==> config.mk <==
export PLATFORM = sky130hd
export DESIGN_NAME = wbm_spi_cmd
export DESIGN_NICKNAME = d
export VERILOG_FILES = /design/src/rtl/wbm_spi_cmd.sv
export SDC_FILE = /design/constraint.sdc
export NUM_CORES = 1
export LEC_CHECK = 0
export ABC_AREA = 1
export ABC_CLOCK_PERIOD_IN_PS = 1500
export BUFFER_PORTS_ARGS = -buffer_cell sky130_fd_sc_hd__buf_2
export CAP_MARGIN = 20
export CORE_ASPECT_RATIO = 1.25
export CORE_MARGIN = 5
export CORE_UTILIZATION = 48
export CTS_CLUSTER_SIZE = 24
export DETAILED_ROUTE_END_ITERATION = 6
export GPL_ROUTABILITY_DRIVEN = 0
export PLACE_DENSITY_LB_ADDON = 0.3
export REMOVE_ABC_BUFFERS = 1
export SYNTH_ARGS = -nofsm -noshare
export SYNTH_HDL_FRONTEND = slang
export SYNTH_SLANG_ARGS = --single-unit
==> constraint.sdc <==
create_clock -name clk -period 1.5 [get_ports clk]
set_clock_uncertainty 0.05 [all_clocks]
set_input_delay 0.225 -clock clk [delete_from_list [all_inputs] [get_ports clk]]
set_output_delay 0.225 -clock clk [all_outputs]
set_load 0.005 [all_outputs]
==> src/rtl/wbm_spi_cmd.sv <==
// Wishbone-side command engine for the SPI slave byte stream.
// Imports bytes over a two-phase req/ack handshake, decodes a 1- or 2-byte
// command (bit7 = write, low bits = address) and runs one classic Wishbone
// cycle per command. Read results leave over a valid/ready byte port.
// Optional: define WBM_SPI_TIMEOUT_EN to abort cycles that never see wb_ack_i.
`timescale 1ns / 1ps

module wbm_spi_cmd #(
  parameter int unsigned ADDR_WIDTH     = 7,
  parameter int unsigned TIMEOUT_CYCLES = 255
) (
  input  logic                  clk,
  input  logic                  rst,
  input  logic                  handshake_req,
  input  logic [7:0]            handshake_data,
  output logic                  handshake_ack,
  output logic                  wb_cyc_o,
  output logic                  wb_stb_o,
  output logic                  wb_we_o,
  output logic [ADDR_WIDTH-1:0] wb_adr_o,
  output logic [7:0]            wb_dat_o,
  input  logic [7:0]            wb_dat_i,
  input  logic                  wb_ack_i,
  output logic                  tx_stb,
  output logic [7:0]            tx_data,
  input  logic                  tx_ready
);

  typedef enum logic [1:0] {StIdle, StData, StWb, StTx} state_e;

  state_e state_q;
  logic   req_meta_q;
  logic   req_sync_q;
  logic   byte_pending;

`ifdef WBM_SPI_TIMEOUT_EN
  localparam int unsigned CntW = $clog2(TIMEOUT_CYCLES + 1);
  localparam logic [CntW-1:0] CntLast = CntW'(TIMEOUT_CYCLES - 1);
  logic [CntW-1:0] tmo_q;
`endif

  // Two-flop synchroniser for the toggle-style request from the SPI domain.
  always_ff @(posedge clk or posedge rst) begin
    if (rst) begin
      req_meta_q <= 1'b0;
      req_sync_q <= 1'b0;
    end else begin
      req_meta_q <= handshake_req;
      req_sync_q <= req_meta_q;
    end
  end

  // A byte is waiting whenever the synchronised request is ahead of our ack.
  assign byte_pending = req_sync_q ^ handshake_ack;

  // Command FSM; every output is a register so the bus sees clean levels.
  always_ff @(posedge clk or posedge rst) begin
    if (rst) begin
      state_q       <= StIdle;
      handshake_ack <= 1'b0;
      wb_cyc_o      <= 1'b0;
      wb_stb_o      <= 1'b0;
      wb_we_o       <= 1'b0;
      wb_adr_o      <= '0;
      wb_dat_o      <= 8'h00;
      tx_stb        <= 1'b0;
      tx_data       <= 8'h00;
`ifdef WBM_SPI_TIMEOUT_EN
      tmo_q         <= '0;
`endif
    end else begin
      unique case (state_q)
        StIdle: begin
          if (byte_pending) begin
            handshake_ack <= req_sync_q;
            wb_adr_o      <= handshake_data[ADDR_WIDTH-1:0];
            wb_we_o       <= handshake_data[7];
            if (handshake_data[7]) begin
              state_q <= StData;
            end else begin
              wb_cyc_o <= 1'b1;
              wb_stb_o <= 1'b1;
              state_q  <= StWb;
`ifdef WBM_SPI_TIMEOUT_EN
              tmo_q    <= '0;
`endif
            end
          end
        end
        StData: begin
          if (byte_pending) begin
            handshake_ack <= req_sync_q;
            wb_dat_o      <= handshake_data;
            wb_cyc_o      <= 1'b1;
            wb_stb_o      <= 1'b1;
            state_q       <= StWb;
`ifdef WBM_SPI_TIMEOUT_EN
            tmo_q         <= '0;
`endif
          end
        end
        StWb: begin
          if (wb_ack_i) begin
            wb_cyc_o <= 1'b0;
            wb_stb_o <= 1'b0;
            if (!wb_we_o) begin
              tx_data <= wb_dat_i;
              tx_stb  <= 1'b1;
              state_q <= StTx;
            end else begin
              state_q <= StIdle;
            end
          end
`ifdef WBM_SPI_TIMEOUT_EN
          else if (tmo_q == CntLast) begin
            // Abandon the cycle; reads still answer so the SPI master is not starved.
            wb_cyc_o <= 1'b0;
            wb_stb_o <= 1'b0;
            if (!wb_we_o) begin
              tx_data <= 8'hFF;
              tx_stb  <= 1'b1;
              state_q <= StTx;
            end else begin
              state_q <= StIdle;
            end
          end else begin
            tmo_q <= tmo_q + 1'b1;
          end
`endif
        end
        StTx: begin
          if (tx_ready) begin
            tx_stb  <= 1'b0;
            state_q <= StIdle;
          end
        end
        default: state_q <= StIdle;
      endcase
    end
  end

endmodule

==> results.cfg <==
[power]
power.density_nw_per_um2 = 2080
netSwitchingFraction_pct = 37.7
leakage_nw = 0.996
power_frac_seq_pct = 40.0
comb_power_share_pct = 41.3
power.clock.fraction_pct = 18.7
internal_power_of_the_cells_mw = 2.27
peakVddDrop_v = 0.00100
power_switching_mw = 1.37

[cts]
path_clk_slew_ns = 0.10
cts-root-to-sink-buffers = 2
cts_max_level = 2
clk_root_buffer_cell = sky130_fd_sc_hd__clkbuf_4
cts_resized = 0
postCtsHoldBufs = 3
cts_tree = built
cts_post_setup_buffers_inserted = 0
clock_latency_ns = 0.33
cts.sink_count = 31
number_of_clock_buffers_inserted_by_tritoncts = 5

[logic_synthesis]
synth_cell_types = 21
postSynth.topFlopCell = sky130_fd_sc_hd__dfrtp_1
syn_avg_cell_area_um2 = 9.52
cell_with_the_most_instances_after_synthesis = sky130_fd_sc_hd__nand2_1
post_synth_most_frequent_cells = sky130_fd_sc_hd__nand2_1 (41), sky130_fd_sc_hd__dfrtp_1 (31), sky130_fd_sc_hd__inv_1 (15), sky130_fd_sc_hd__nand3_1 (10)
syn-cell-area_um2 = 1370
asyncSetResetFlopFracSynth_pct = 100
yosys_warnings = 0
netlist_instances = 144
synth.ff_latch_count = 31
post-synth-top-area-cell = sky130_fd_sc_hd__dfrtp_1
synth_edf_count = 0
post-synth-top-area-fraction_pct = 56.6
synth_sequential_area_ratio_pct = 56.6
netlist_top_cells_area = sky130_fd_sc_hd__dfrtp_1 (57%), sky130_fd_sc_hd__nand2_1 (11%), sky130_fd_sc_hd__o21ai_2 (5.1%), sky130_fd_sc_hd__inv_1 (4.1%), sky130_fd_sc_hd__nand3_1 (3.6%)

[sta]
timing.fmax_mhz = 738
max_slew_margin_pct = 66.1
maxSlewViolCount = 0
final_period_minus_worst_setup_slack_ns = 1.35
finalCritPeriodShare_pct = 90.3
unrepaired_setup_endpoints_after_global_routing = false
worst-slew-pin-transition_ns = 0.508
finalHoldViolCount = 0
fin_tns_setup_ns = 0
finalSetupViolations = 0

[global_routing]
globalRoute.busiestLayer = met2
grt_util_all_layers_pct = 16.1
grt.met2_usage_pct = 26.0
use_met1_pct = 18.6
grt_first_pass_wirelength_um = 5050
grt_max_degree = 21
grt_pass1_vias = 1183
globalRoute.totalOverflow = 0
grt_use_met3_pct = 5.96
antenna_found_initial = 0

[critical_path]
worstSetupStartpoint = state_q[0]
regToRegStartpoint = state_q[0]
critPathKind = flip-flop to flip-flop
crit_path_end = tx_data[7]
reg2reg_slack_ns = 0.15
crit_path_end_kind = flip-flop
cp_data_arrival_time_ns = 1.58
cells_on_worst_reg2reg_path = 6
crit-reg2reg-capture = tx_data[7]
worst_ep_required_time_ns = 1.73
crit_path_max_fanout = 7
cp-start-kind = flip-flop

[floorplanning]
pin_count = 49
fp-row-count = 21
start_util_pct = 50.7
core_area_um2 = 2710
die_y_um = 69.8
floorplan.die_area_um2 = 4030
die_width_um = 57.8

[layout]
multiInputGateArea_um2 = 478
ff_latch_area_um2 = 776
filler_free_cell_count_of_the_finished_design = 234
num-nets-final = 220
final_layout_size_suffix_gt1_share_pct = 39.5
area_growth_syn_to_layout_pct = 27.7
nFillCells = 212
n_antenna_cell = 0

[detailed_routing]
wl_per_cell_um = 12.3
residual_drc_count = 0
finalWirelength_um = 2890
detailedRoute.firstPassIterationCount = 4
routed-via-count = 1147
initialDrtViolationCount = 32
route.detailed.vias_per_inst = 4.90
antenna_left = 0

[run_status]
outcome = finished clean

[worst_hold_path]
min_delay_worst_type = primary input to flip-flop

[placement]
placement.io_buffers = 48
post-dp-hpwl_um = 2240
dpl.cell_count = 223

[flow_run]
number_of_max_capacitance_violations_reported = 0
[stage by stage]
| stage | hold slack, ns | setup slack, ns | utilization, % | instance area (um^2) | total power [mW] |
|---|---|---|---|---|---|
| after floorplan | 0.206 | 0.193 | - | 1320 | 2.36 |
| after global placement | 0.220 | 0.227 | 60.4 | 1640 | 2.93 |
| after detailed placement | 0.223 | 0.178 | 60.4 | 1640 | 3.01 |
| after CTS | 0.0545 | 0.135 | 64.7 | 1750 | 3.71 |
| after global routing | 0.0649 | 0.0186 | 64.7 | 1750 | 3.97 |
| final | 0.0715 | 0.146 | 64.7 | 1750 | 3.64 |
[registers in the layout, summed over array words and instances (netlist names)]
| register | flops |
|---|---|
| tx_stb | 1 |
| req_sync_q | 1 |
| wb_dat_o | 8 |
| tx_data | 8 |
| state_q | 2 |
| handshake_ack | 1 |
| wb_stb_o | 1 |
| wb_adr_o | 7 |
| wb_we_o | 1 |
| req_meta_q | 1 |
[placed cells by master (no fill, tap or decap), types with 2 or more instances in the layout]
cell	netlist	layout
sky130_fd_sc_hd__a21oi_1	3	3
sky130_fd_sc_hd__buf_2	1	48
sky130_fd_sc_hd__buf_4	2	2
sky130_fd_sc_hd__clkbuf_4	0	5
sky130_fd_sc_hd__dfrtp_1	31	31
sky130_fd_sc_hd__dlygate4sd3_1	0	3
sky130_fd_sc_hd__inv_1	15	15
sky130_fd_sc_hd__inv_2	2	2
sky130_fd_sc_hd__nand2_1	41	41
sky130_fd_sc_hd__nand2_2	4	4
sky130_fd_sc_hd__nand2_4	3	3
sky130_fd_sc_hd__nand3_1	10	10
sky130_fd_sc_hd__nor2_4	2	2
sky130_fd_sc_hd__o21ai_0	4	4
sky130_fd_sc_hd__o21ai_1	8	8
sky130_fd_sc_hd__o21ai_2	8	8
sky130_fd_sc_hd__o21bai_1	2	2
[per-layer routing]
| metal | vias to the layer above | share of wire [%] |
|---|---|---|
| met5 | - | 0 |
| met4 | 0 | 1.7 |
| met3 | 4 | 10 |
| met2 | 50 | 50 |
| met1 | 527 | 38 |
| li1 | 566 | - |
[cell type report]
| class | count | share of cell area (%) |
|---|---|---|
| Clock buffer | 6 | 2.93 |
| Clock inverter | 2 | 2.00 |
| Inverter | 17 | 3.64 |
| Multi-Input combinational cell | 90 | 27.3 |
| Sequential cell | 31 | 44.3 |
| Tap cell | 34 | 2.43 |
| Timing Repair Buffer | 54 | 17.4 |
[worst max-delay path, stage by stage, from the launching register on]
cell and delay, ns:
sky130_fd_sc_hd__dfrtp_1 0.44, sky130_fd_sc_hd__inv_2 0.12, sky130_fd_sc_hd__nand2_2 0.07, sky130_fd_sc_hd__nor2_2 0.26, sky130_fd_sc_hd__buf_4 0.20, sky130_fd_sc_hd__nand3_1 0.07
sky130_fd_sc_hd__nand2_1 0.08
[power groups by stage]
stage | Sequential [mW] | Combinational (mW) | Clock [mW]
final | 1.46 | 1.50 | 0.681
after CTS | 1.47 | 1.54 | 0.703
after floorplan | 1.52 | 0.839 | 0
after global routing | 1.52 | 1.72 | 0.738
after global placement | 1.46 | 1.46 | 0
after detailed placement | 1.47 | 1.53 | 0
[how the worst min path moves through the flow]
stage	from	endpoint	slack [ns]	depth (start not counted)
after floorplan	handshake_req	req_meta_q	0.21	0
after global placement	rst	tx_data[2]	0.22	2
after detailed placement	rst	tx_data[2]	0.22	2
after CTS	wb_dat_i[4]	tx_data[4]	0.05	3
after global routing	wb_dat_i[5]	tx_data[5]	0.06	3
final	wb_dat_i[6]	tx_data[6]	0.07	3
[cells by family (layout without fill, tap and decap cells)]
logic type,Yosys count,in the layout,synth area share (%)
compound gates,26,26,12.3
buf+inv,23,79,8.58
flops,31,31,56.6
simple gates,64,64,22.5
(Power assumes the default switching activity.)
